**src/rtl/multicycle_control_fsm.sv**
```systemverilog
// multicycle_control_fsm
//   Control FSM for the multicycle datapath. It sequences fetch, decode,
//   execute, memory and writeback one state per cycle, and drives every
//   datapath control line from the current state together with the opcode,
//   the ALU zero flag and the memory-ready handshake. It stalls in FETCH,
//   MEMRD and MEMWR until mem_ready is high, counts retired instructions,
//   and parks in HALT until reset.
// Ports
//   clk          rising-edge clock
//   reset        asynchronous active-low reset; all outputs are forced to 0 while low
//   opcode       IR[31:26], valid from DECODE onward
//   alu_zero     ALU zero flag for the current cycle
//   mem_ready    memory access completes this cycle
//   PCWrite .. RegDst   single-bit datapath controls
//   PCSource     00 ALU result, 01 ALUOut, 10 jump target
//   ALUSrcB      00 regB, 01 const 1, 10 sign-ext imm, 11 zero-ext imm
//   ALUOp        ALU function (0000 ADD, 0001 SUB)
//   halted       high while in HALT
//   illegal_op   one-cycle pulse when DECODE sees an illegal opcode
//   instr_count  retired instruction count, wraps at 2^CNT_W
module multicycle_control_fsm #(
    parameter int OP_W    = 6,
    parameter int ALUOP_W = 4,
    parameter int CNT_W   = 32
) (
    input  logic               clk,
    input  logic               reset,
    input  logic [OP_W-1:0]    opcode,
    input  logic               alu_zero,
    input  logic               mem_ready,
    output logic               PCWrite,
    output logic               PCWriteCond,
    output logic               IorD,
    output logic               MemRead,
    output logic               MemWrite,
    output logic               IRWrite,
    output logic               MemtoReg,
    output logic               ALUSrcA,
    output logic               RegWrite,
    output logic               RegDst,
    output logic [1:0]         PCSource,
    output logic [1:0]         ALUSrcB,
    output logic [ALUOP_W-1:0] ALUOp,
    output logic               halted,
    output logic               illegal_op,
    output logic [CNT_W-1:0]   instr_count
);

    typedef enum logic [3:0] {
        S_FETCH,
        S_DECODE,
        S_EXEC,
        S_WBALU,
        S_MEMADDR,
        S_MEMRD,
        S_WBMEM,
        S_MEMWR,
        S_BRANCH,
        S_JUMP,
        S_HALT
    } state_t;

    localparam logic [ALUOP_W-1:0] ALU_ADD = '0;
    localparam logic [ALUOP_W-1:0] ALU_SUB = ALUOP_W'(1);

    state_t           state_q, state_d;
    logic [CNT_W-1:0] count_q, count_d;
    logic             retire;

    // Opcode class decode
    logic [5:0] op;
    logic       is_ralu, is_isext, is_izext, is_alu;
    logic       is_lw, is_sw, is_beq, is_bne, is_j, is_halt, is_illegal;

    assign op         = opcode[5:0];
    assign is_ralu    = (op[5:4] == 2'b00);
    assign is_isext   = (op[5:4] == 2'b01);
    assign is_izext   = (op[5:4] == 2'b10);
    assign is_alu     = is_ralu | is_isext | is_izext;
    assign is_lw      = (op == 6'b110000);
    assign is_sw      = (op == 6'b110001);
    assign is_beq     = (op == 6'b110010);
    assign is_bne     = (op == 6'b110011);
    assign is_j       = (op == 6'b110100);
    assign is_halt    = (op == 6'b111111);
    assign is_illegal = ~(is_alu | is_lw | is_sw | is_beq | is_bne | is_j | is_halt);

    // Next state and retire detection
    always_comb begin
        state_d = state_q;
        retire  = 1'b0;
        case (state_q)
            S_FETCH:   if (mem_ready) state_d = S_DECODE;
            S_DECODE: begin
                if (is_alu)              state_d = S_EXEC;
                else if (is_lw || is_sw) state_d = S_MEMADDR;
                else if (is_beq || is_bne) state_d = S_BRANCH;
                else if (is_j)           state_d = S_JUMP;
                else if (is_halt)        state_d = S_HALT;
                else                     state_d = S_FETCH;
            end
            S_EXEC:    state_d = S_WBALU;
            S_WBALU: begin
                state_d = S_FETCH;
                retire  = 1'b1;
            end
            S_MEMADDR: state_d = is_lw ? S_MEMRD : S_MEMWR;
            S_MEMRD:   if (mem_ready) state_d = S_WBMEM;
            S_WBMEM: begin
                state_d = S_FETCH;
                retire  = 1'b1;
            end
            S_MEMWR: begin
                if (mem_ready) begin
                    state_d = S_FETCH;
                    retire  = 1'b1;
                end
            end
            S_BRANCH, S_JUMP: begin
                state_d = S_FETCH;
                retire  = 1'b1;
            end
            S_HALT:    state_d = S_HALT;
            default:   state_d = S_FETCH;
        endcase
        count_d = count_q + CNT_W'(retire);
    end

    always_ff @(posedge clk or negedge reset) begin
        if (!reset) begin
            state_q <= S_FETCH;
            count_q <= '0;
        end else begin
            state_q <= state_d;
            count_q <= count_d;
        end
    end

    // Control outputs: decoded from state plus live inputs, and gated by
    // reset so they drop the instant reset goes low without waiting for a clock.
    always_comb begin
        PCWrite     = 1'b0;
        PCWriteCond = 1'b0;
        IorD        = 1'b0;
        MemRead     = 1'b0;
        MemWrite    = 1'b0;
        IRWrite     = 1'b0;
        MemtoReg    = 1'b0;
        ALUSrcA     = 1'b0;
        RegWrite    = 1'b0;
        RegDst      = 1'b0;
        PCSource    = 2'b00;
        ALUSrcB     = 2'b00;
        ALUOp       = ALU_ADD;
        halted      = 1'b0;
        illegal_op  = 1'b0;
        if (reset) begin
            case (state_q)
                S_FETCH: begin
                    MemRead = 1'b1;
                    ALUSrcB = 2'b01;
                    IRWrite = mem_ready;
                    PCWrite = mem_ready;
                end
                S_DECODE: begin
                    ALUSrcB    = 2'b10;
                    illegal_op = is_illegal;
                end
                S_EXEC: begin
                    ALUSrcA = 1'b1;
                    ALUSrcB = is_ralu ? 2'b00 : (is_isext ? 2'b10 : 2'b11);
                    ALUOp   = ALUOP_W'(op[3:0]);
                end
                S_WBALU:   RegWrite = 1'b1;
                S_MEMADDR: begin
                    ALUSrcA = 1'b1;
                    ALUSrcB = 2'b10;
                end
                S_MEMRD: begin
                    MemRead = 1'b1;
                    IorD    = 1'b1;
                end
                S_WBMEM: begin
                    RegWrite = 1'b1;
                    MemtoReg = 1'b1;
                end
                S_MEMWR: begin
                    IorD     = 1'b1;
                    MemWrite = 1'b1;
                end
                S_BRANCH: begin
                    ALUSrcA     = 1'b1;
                    ALUSrcB     = 2'b00;
                    ALUOp       = ALU_SUB;
                    PCSource    = 2'b01;
                    PCWriteCond = is_beq ? alu_zero : ~alu_zero;
                end
                S_JUMP: begin
                    PCWrite  = 1'b1;
                    PCSource = 2'b10;
                end
                S_HALT:    halted = 1'b1;
                default: ;
            endcase
        end
    end

    assign instr_count = count_q;

endmodule
```
**config.mk**
```make
export PLATFORM = sky130hd
export DESIGN_NAME = multicycle_control_fsm
export DESIGN_NICKNAME = d
export VERILOG_FILES = /design/src/rtl/multicycle_control_fsm.sv
export SDC_FILE = /design/constraint.sdc
export NUM_CORES = 1
export LEC_CHECK = 0
export CORE_AREA = 2 2 88 56
export DETAILED_ROUTE_END_ITERATION = 10
export DIE_AREA = 0 0 90 58
export GPL_TIMING_DRIVEN = 1
export MAX_ROUTING_LAYER = met4
export PLACE_DENSITY = 0.78
export SYNTH_ARGS = -nofsm -noshare
export SYNTH_HDL_FRONTEND = slang
export SYNTH_SLANG_ARGS = --single-unit
```
**constraint.sdc**
```tcl
create_clock -name clk -period 2.8 [get_ports clk]
set_clock_uncertainty 0.15 [all_clocks]
set_input_delay 0.56 -clock clk [delete_from_list [all_inputs] [get_ports clk]]
set_output_delay 0.56 -clock clk [all_outputs]
set_load 0.005 [all_outputs]
```
==> summary.txt, run 1 <==
Setup path
  • Startpoint types: input pin
  • CP max stage delay: 510 ps
  • Endpoint arrival time on the critical path: between 2000 and 2500 ps
  • Critical path's slowest cell: or4_4
  • Worst path bufs/invs: 2
  • CP Cell Sequence: clkdlybuf4s50_1, nand2_1, or4_4, nor4b_4, buf_2
  • Critical path endpoint category: output port
  • Crit-path max FO: 2
  • Critical path class: input pin to output port
  • CP top delay family: simple AND/OR/NAND/NOR gates
  • CP Data Required Time: ~2100 ps

Timing
  • Relative slew margins: 0.540
  • Fin worst setup slack: 24.2 ps
  • Final cycle utilization of the critical path: 0.991
  • Worst-Margin Slew: 684 ps
  • # setup viols final: 0
  • Post-route setup TNS: 0 ps
  • Final Hold Fails: 0
  • Final min period: 2780 ps
  • Number of max-slew violations in the final report: 0
  • Maximum clock frequency: 0.360 GHz

Routing
  • TritonRoute pass-1 iters: 4
  • DR iter-0 viols: 128
  • Via/cell ratio: 5.36
  • # DRC: 0
  • Routed Wire Length: 5410 um
  • Post-DRT Antenna Nets: 0
  • Vias post-DR: about 1.9k
  • Routed len/inst: 15.3 um

Synthesis
  • Count leader, synth: dfrtp_1
  • Synth Instances: 205
  • Yosys top cell by area: dfrtp_1
  • Synthesized cell area: 0.00200 mm2
  • EDFF count, synth: 0
  • Synth cell count leaders: dfrtp_1, xnor2_1, nand4_1, nor2_1, nand2_1
  • Ys flop type: dfrtp_1
  • Avg Inst Size Synth: 9.76 um2
  • Number of distinct library cells after synthesis: 47
  • Seq/Total Area, Yosys: 0.450
  • Main area contributors after synthesis: dfrtp_1, xnor2_1, nand4_1
  • Flops & latches, synth: 36
  • Fraction of registers with async set/reset: 1.00
  • Ys Warns: 0
  • Top-area cell type share of the netlist area: 0.450
  • Syn nets: ~220

Final layout
  • Area grow syn2layout: 48.9%
  • Antenna cells: 0
  • Fin cells: 353
  • Nets@finish: 301
  • Share of layout cells above drive strength 1: 0.176
  • Core Util, Final: 0.674

Clock network
  • Num CTS Buffers: 5
  • Cts hold-fix bufs: 0
  • TritonCTS clock tree: done
  • Worst-path clk slew: ~70 ps
  • H-Tree Depth: 2
  • Root Driver: clkbuf_8
  • Clock latency on the worst-skew pair: 290 ps
  • Clock Path Buffers: 2
  • Clk sink count: 36

Place
  • GPL Wtd Cong: 0.874
  • PortBufs: 60
  • Dpl ws: -411 ps
  • Hpwl dp: 4000 um
  • Placed Cells: between 300 and 400

Die
  • Die Y-Extent: 58 um
  • Io pins: 62
  • Full die area: 0.00522 mm2
  • Initial Util: 0.452
  • Die X-Extent: 90 um
  • Placement row count: 19
  • Core area: 0.00442 mm2

Global routing
  • Pin count of the biggest net entering global routing: 37
  • Initial antenna violation count: 0
  • Grt ovf: 0
  • Global Route Usage Sum: 0.220
  • First-pass GRT wire length: 8730 um
  • Vias in the first global route: roughly 1.7k

Hold path
  • Min-delay worst type: input pin to async pin

Status
  • Status: finished clean

Power
  • Pleak: 1.28 nW
  • Power per cell area: 564 mW/mm2
  • Overall power: 1.68 mW
  • VDD IR max: 0.000374 V

Flow run
  • MaxCap Viol Count: 0
[stage by stage]
| step | hold WS [ps] | instance area, um2 |
|---|---|---|
| after floorplan | 114 | 2000 |
| after global placement | 309 | 2820 |
| after detailed placement | 321 | 2820 |
| after CTS | 294 | 2950 |
| after global routing | 335 | 2980 |
| final | 296 | 2980 |
[cell usage in the layout, fill, tap and decap left out, types with 7 or more instances in the layout]
cell type	instances
buf_4	26
clkdlybuf4s50_1	56
nand2_1	15
dfrtp_1	36
nor2_1	17
xnor2_1	28
and2_1	7
nand4_1	17
nand3_1	14
[power breakdown]
group / internal [mW] / total [mW] / switching [mW] / leakage [nW]
combinational: 0.313 / 0.590 / 0.277 / 0.738
clock: 0.263 / 0.456 / 0.192 / 0.0541
sequential: 0.571 / 0.635 / 0.0636 / 0.485
[flip-flops by register name (all words and copies together) (netlist names)]
| register | count |
|---|---|
| instr_count | 32 |
| state_q | 4 |
[layer usage]
metal	wire length, um	track usage	part of all wire	vias to the layer above
met3	369	0.0442	0.068	5
met2	2330	0.295	0.43	68
met1	2650	0.332	0.49	924
li1	-	-	-	895
met4	53	0.0725	0.0098	0
met5	0	-	0	-
[area by class of cell]
class,instances,area [um2]
clock inverter,3,42.5
sequential,36,901
inverter,6,22.5
multi-input combinational,153,1070
timing repair buffer,87,791
tap,63,78.8
fill,343,1440
clock buffer,5,68.8
[path summary, 6_finish.rpt]
kind                              endpoint  cells past startpoint  slack [ps]       startpoint
max in group asynchronous       state_q[0]                      2        1890            reset
hold reg to reg            instr_count[31]                      1         330  instr_count[31]
setup reg to reg           instr_count[12]                     11         340       state_q[0]
min in group clk           instr_count[31]                      1         330  instr_count[31]
setup / recovery                illegal_op                      5          20        opcode[4]
hold / removal             instr_count[16]                      2         300            reset
[timing repair]
| action | in CTS | in global routing |
|---|---|---|
| pin swaps | 0 | 4 |
| setup endpoints to repair | 3 | 17 |
| cloned | 0 | 1 |
| buffers inserted | 0 | 0 |
| gates resized for setup | 8 | 11 |
[kinds of logic (layout without fill, tap and decap cells)]
kind of cell / count (synthesis) / after routing / synth area share
XOR/XNOR: 33 / 33 / 0.144
buffers and inverters: 16 / 101 / 0.0369
adder cells (fa/ha/maj): 2 / 2 / 0.0125
multiplexers: 1 / 1 / 0.00500
other: 1 / 1 / 0.00187
flip-flops: 36 / 36 / 0.450
AO/OA/AOI/OAI: 18 / 18 / 0.0701
AND/OR/NAND/NOR: 98 / 98 / 0.279
No activity file was read; power rests on OpenSTA's default activity.
==> run 2, diff against run 1 <==
Clock period 2.8 ns to 2.7 ns, I/O delays scaled along.
==> run 2 against run 1 <==
Effect of this change:
- utilization is 0.91 points higher
- flip-flop and latch count stayed put
- global-route usage is 0.20 points higher
- final cell count is 0.85% higher
- die area stayed put
- register-to-register slack hardly changed
- power is 0.95% higher
- via count is 1.3% higher
- worst hold slack better by 20 ps
==> summary.txt, run 2 (same netlist as run 1, synthesis figures left out) <==
Timing
  • Hold_ws: 316 ps (was 296 ps)
  • # setup viols final: 0 (unchanged)
  • Final min period: 2610 ps
  • Number of max-slew violations in the final report: 0 (unchanged)
  • Maximum clock frequency: about 0.38 GHz
  • Final Hold Fails: 0 (unchanged)
  • Post-route setup TNS: 0 ps (unchanged)
  • Fin worst setup slack: 86.1 ps (was 24.2 ps)
  • Final cycle utilization of the critical path: 0.968
  • Worst-Margin Slew: 667 ps (was 684 ps)
  • Relative slew margins: 0.553 (was 0.540)

Clock network
  • TritonCTS clock tree: done (unchanged)
  • Clock Path Buffers: 2 (unchanged)
  • Clk sink count: 36 (unchanged)
  • Root Driver: clkbuf_8 (unchanged)
  • Clock latency on the worst-skew pair: 290 ps (about the same)
  • Worst-path clk slew: 70 ps (about the same)
  • Cts hold-fix bufs: 0 (unchanged)
  • H-Tree Depth: 2 (unchanged)
  • Num CTS Buffers: 5 (unchanged)

Die
  • Io pins: 62 (unchanged)
  • Placement row count: 19 (unchanged)
  • Die X-Extent: 90 um (unchanged)
  • Die Y-Extent: 58 um (unchanged)
  • Full die area: 0.00522 mm2 (unchanged)
  • Core area: 0.00442 mm2 (unchanged)
  • Initial Util: 0.452 (unchanged)

Global routing
  • Vias in the first global route: 1830 (was 1704)
  • Global Route Usage Sum: 0.222 (was 0.220)
  • Pin count of the biggest net entering global routing: 37 (unchanged)
  • First-pass GRT wire length: 8780 um (was 8730 um)
  • Initial antenna violation count: 0 (unchanged)
  • Grt ovf: 0 (unchanged)

Routing
  • DR iter-0 viols: 159 (was 128)
  • Vias post-DR: 1916 (was 1892)
  • DR top layer: met4 (unchanged)
  • # DRC: 0 (unchanged)
  • WL met3: 315 um (was 369 um)
  • Via/cell ratio: 5.38 (was 5.36)
  • Routed Wire Length: 5530 um (was 5410 um)
  • Routed len/inst: 15.5 um (was 15.3 um)
  • TritonRoute pass-1 iters: 5 (was 4)
  • Routed wl met2: 2380 um (was 2330 um)
  • Post-DRT Antenna Nets: 0 (unchanged)
  • Metal-1 WL: 2740 um (was 2650 um)

Place
  • Cell Area, Placed: 0.00283 mm2 (was 0.00282 mm2)
  • PortBufs: 60 (unchanged)
  • GPL Wtd Cong: 0.896 (was 0.874)
  • Placed Cells: 345 (was 344)
  • Dpl ws: -419 ps (was -411 ps)
  • Hpwl dp: 4040 um (was 4000 um)

Setup path
  • Critical path endpoint category: output port (unchanged)
  • Critical path class: input pin to output port (unchanged)
  • Reg-to-Reg Start: state_q[2] (was state_q[0])
  • Startpoint types: input pin (unchanged)
  • CP max stage delay: 530 ps (was 510 ps)
  • Worst setup startpoint: mem_ready (was opcode[4])
  • Critical path's slowest cell: clkdlybuf4s50_1 (was or4_4)
  • CP Cell Sequence: clkdlybuf4s50_1, buf_4, nand2_1, nor3_2, clkdlybuf4s50_1 (was clkdlybuf4s50_1, nand2_1, or4_4, nor4b_4, buf_2)
  • Crit path top cell by count: clkdlybuf4s50_1
  • Critical Path Stages: 5 (unchanged)
  • FF-to-FF path depth: 12 (was 11)
  • CP Data Required Time: 2010 ps (was 2090 ps)
  • Flop-to-flop setup slack: 330 ps (was 340 ps)
  • Crit-path max FO: 4 (was 2)
  • Worst path bufs/invs: 3 (was 2)
  • Endpoint arrival time on the critical path: 1920 ps (was 2070 ps)
  • CP top delay family: buffers and inverters (was simple AND/OR/NAND/NOR gates)
  • Worst r2r dst: instr_count[22] (was instr_count[12])

Power
  • NetSw: 0.564 mW (was 0.533 mW)
  • Comb power frac: 0.395 (was 0.351)
  • Power per cell area: 562 mW/mm2 (was 564 mW/mm2)
  • Sw Share: 0.333 (was 0.317)
  • Overall power: 1.70 mW (was 1.68 mW)
  • Clock share of power: 0.223 (was 0.271)
  • Internal cell power: 1.13 mW (was 1.15 mW)
  • Reg power frac: 0.383 (was 0.378)
  • VDD IR max: 0.000387 V (was 0.000374 V)
  • Pleak: 1.36 nW (was 1.28 nW)

Final layout
  • Most frequent cells in the layout: clkdlybuf4s50_1, dfrtp_1, xnor2_1 (unchanged)
  • Antenna cells: 0 (unchanged)
  • Max reg flops: 32 (unchanged)
  • Core Util, Final: 0.683 (was 0.674)
  • Fillers: 341 (was 343)
  • Most common cell after layout, fill and taps aside: clkdlybuf4s50_1 (unchanged)
  • Nets@finish: 304 (was 301)
  • Share of layout cells above drive strength 1: 0.212 (was 0.176)
  • Area grow syn2layout: 50.9% (was 48.9%)
  • Final Instance Area: 0.00302 mm2 (was 0.00298 mm2)
  • Fin cells: 356 (was 353)

Hold path
  • Worst Hold Depth: 1
  • Min-delay worst type: register to register (was input pin to async pin)
  • Worst Hold End: instr_count[31]
  • HP Start: instr_count[31]

Status
  • Status: finished clean (unchanged)

Flow run
  • MaxCap Viol Count: 0 (unchanged)
## run 2: changes by cell type in the layout (fill, tap and decap cells not counted), sizes merged
cell           before  now
dlygate4sd2         1    2
clkinv              1    3
dlymetal6s2s        0    6
clkdlybuf4s50      56   50
clkinvlp            1    0
clkbuf              6    5
buf                29   32
bufinv              1    0
## run 2: what timing repair did
| action | CTS | global route |
|---|---|---|
| setup buffers | 1 | 1 |
| pin swaps | 2 | 6 |
| setup endpoints to repair | 7 | 20 |
| gates cloned | 0 | 1 |
| gates resized for setup | 12 | 22 |
## run 2: worst reg2reg max path, stage by stage (launching register included)
cell and delay, ps:
dfrtp_1 410, buf_6 170, nand2b_1 110, mux2i_1 80, nor2_1 90, a22o_1 150
ha_2 180, ha_2 180, inv_1 80, nor4_4 190, buf_4 200, nand4_1 110
xnor2_1 140
## run 2: layout make-up
cell class | instances | area, um2 | share of cell area
clock buffers | 5 | 68.8 | 0.0228
clock inverters | 3 | 18.8 | 0.00622
inverters | 6 | 22.5 | 0.00746
multi-input cells | 153 | 1090 | 0.361
flip-flops and latches | 36 | 902 | 0.299
well taps | 63 | 78.8 | 0.0261
repair buffers | 90 | 840 | 0.278
## run 2: worst max-delay path by stage
stage / slack [ps] / end
2_1_floorplan: 200 / instr_count[28]
3_3_place_gp: -390 / illegal_op
3_5_place_dp: -420 / illegal_op
4_1_cts: 0.7 / ALUSrcB[1]
5_1_grt: -3 / ALUOp[2]
6_report: 90 / IRWrite
## run 2: routing by layer
layer,vias up,track usage
li1,902,-
met1,926,0.317
met2,80,0.305
met3,8,0.0507
met4,0,0.0945
met5,-,-
## run 2: power groups by stage
stage                     combinational [mW]  sequential (mW)  clock, mW
final                                  0.670            0.649      0.378
after CTS                              0.632            0.646      0.386
after global placement                 0.605            0.656          0
after detailed placement               0.612            0.659          0
after floorplan                        0.308            0.652          0
after global routing                   0.722            0.655      0.413
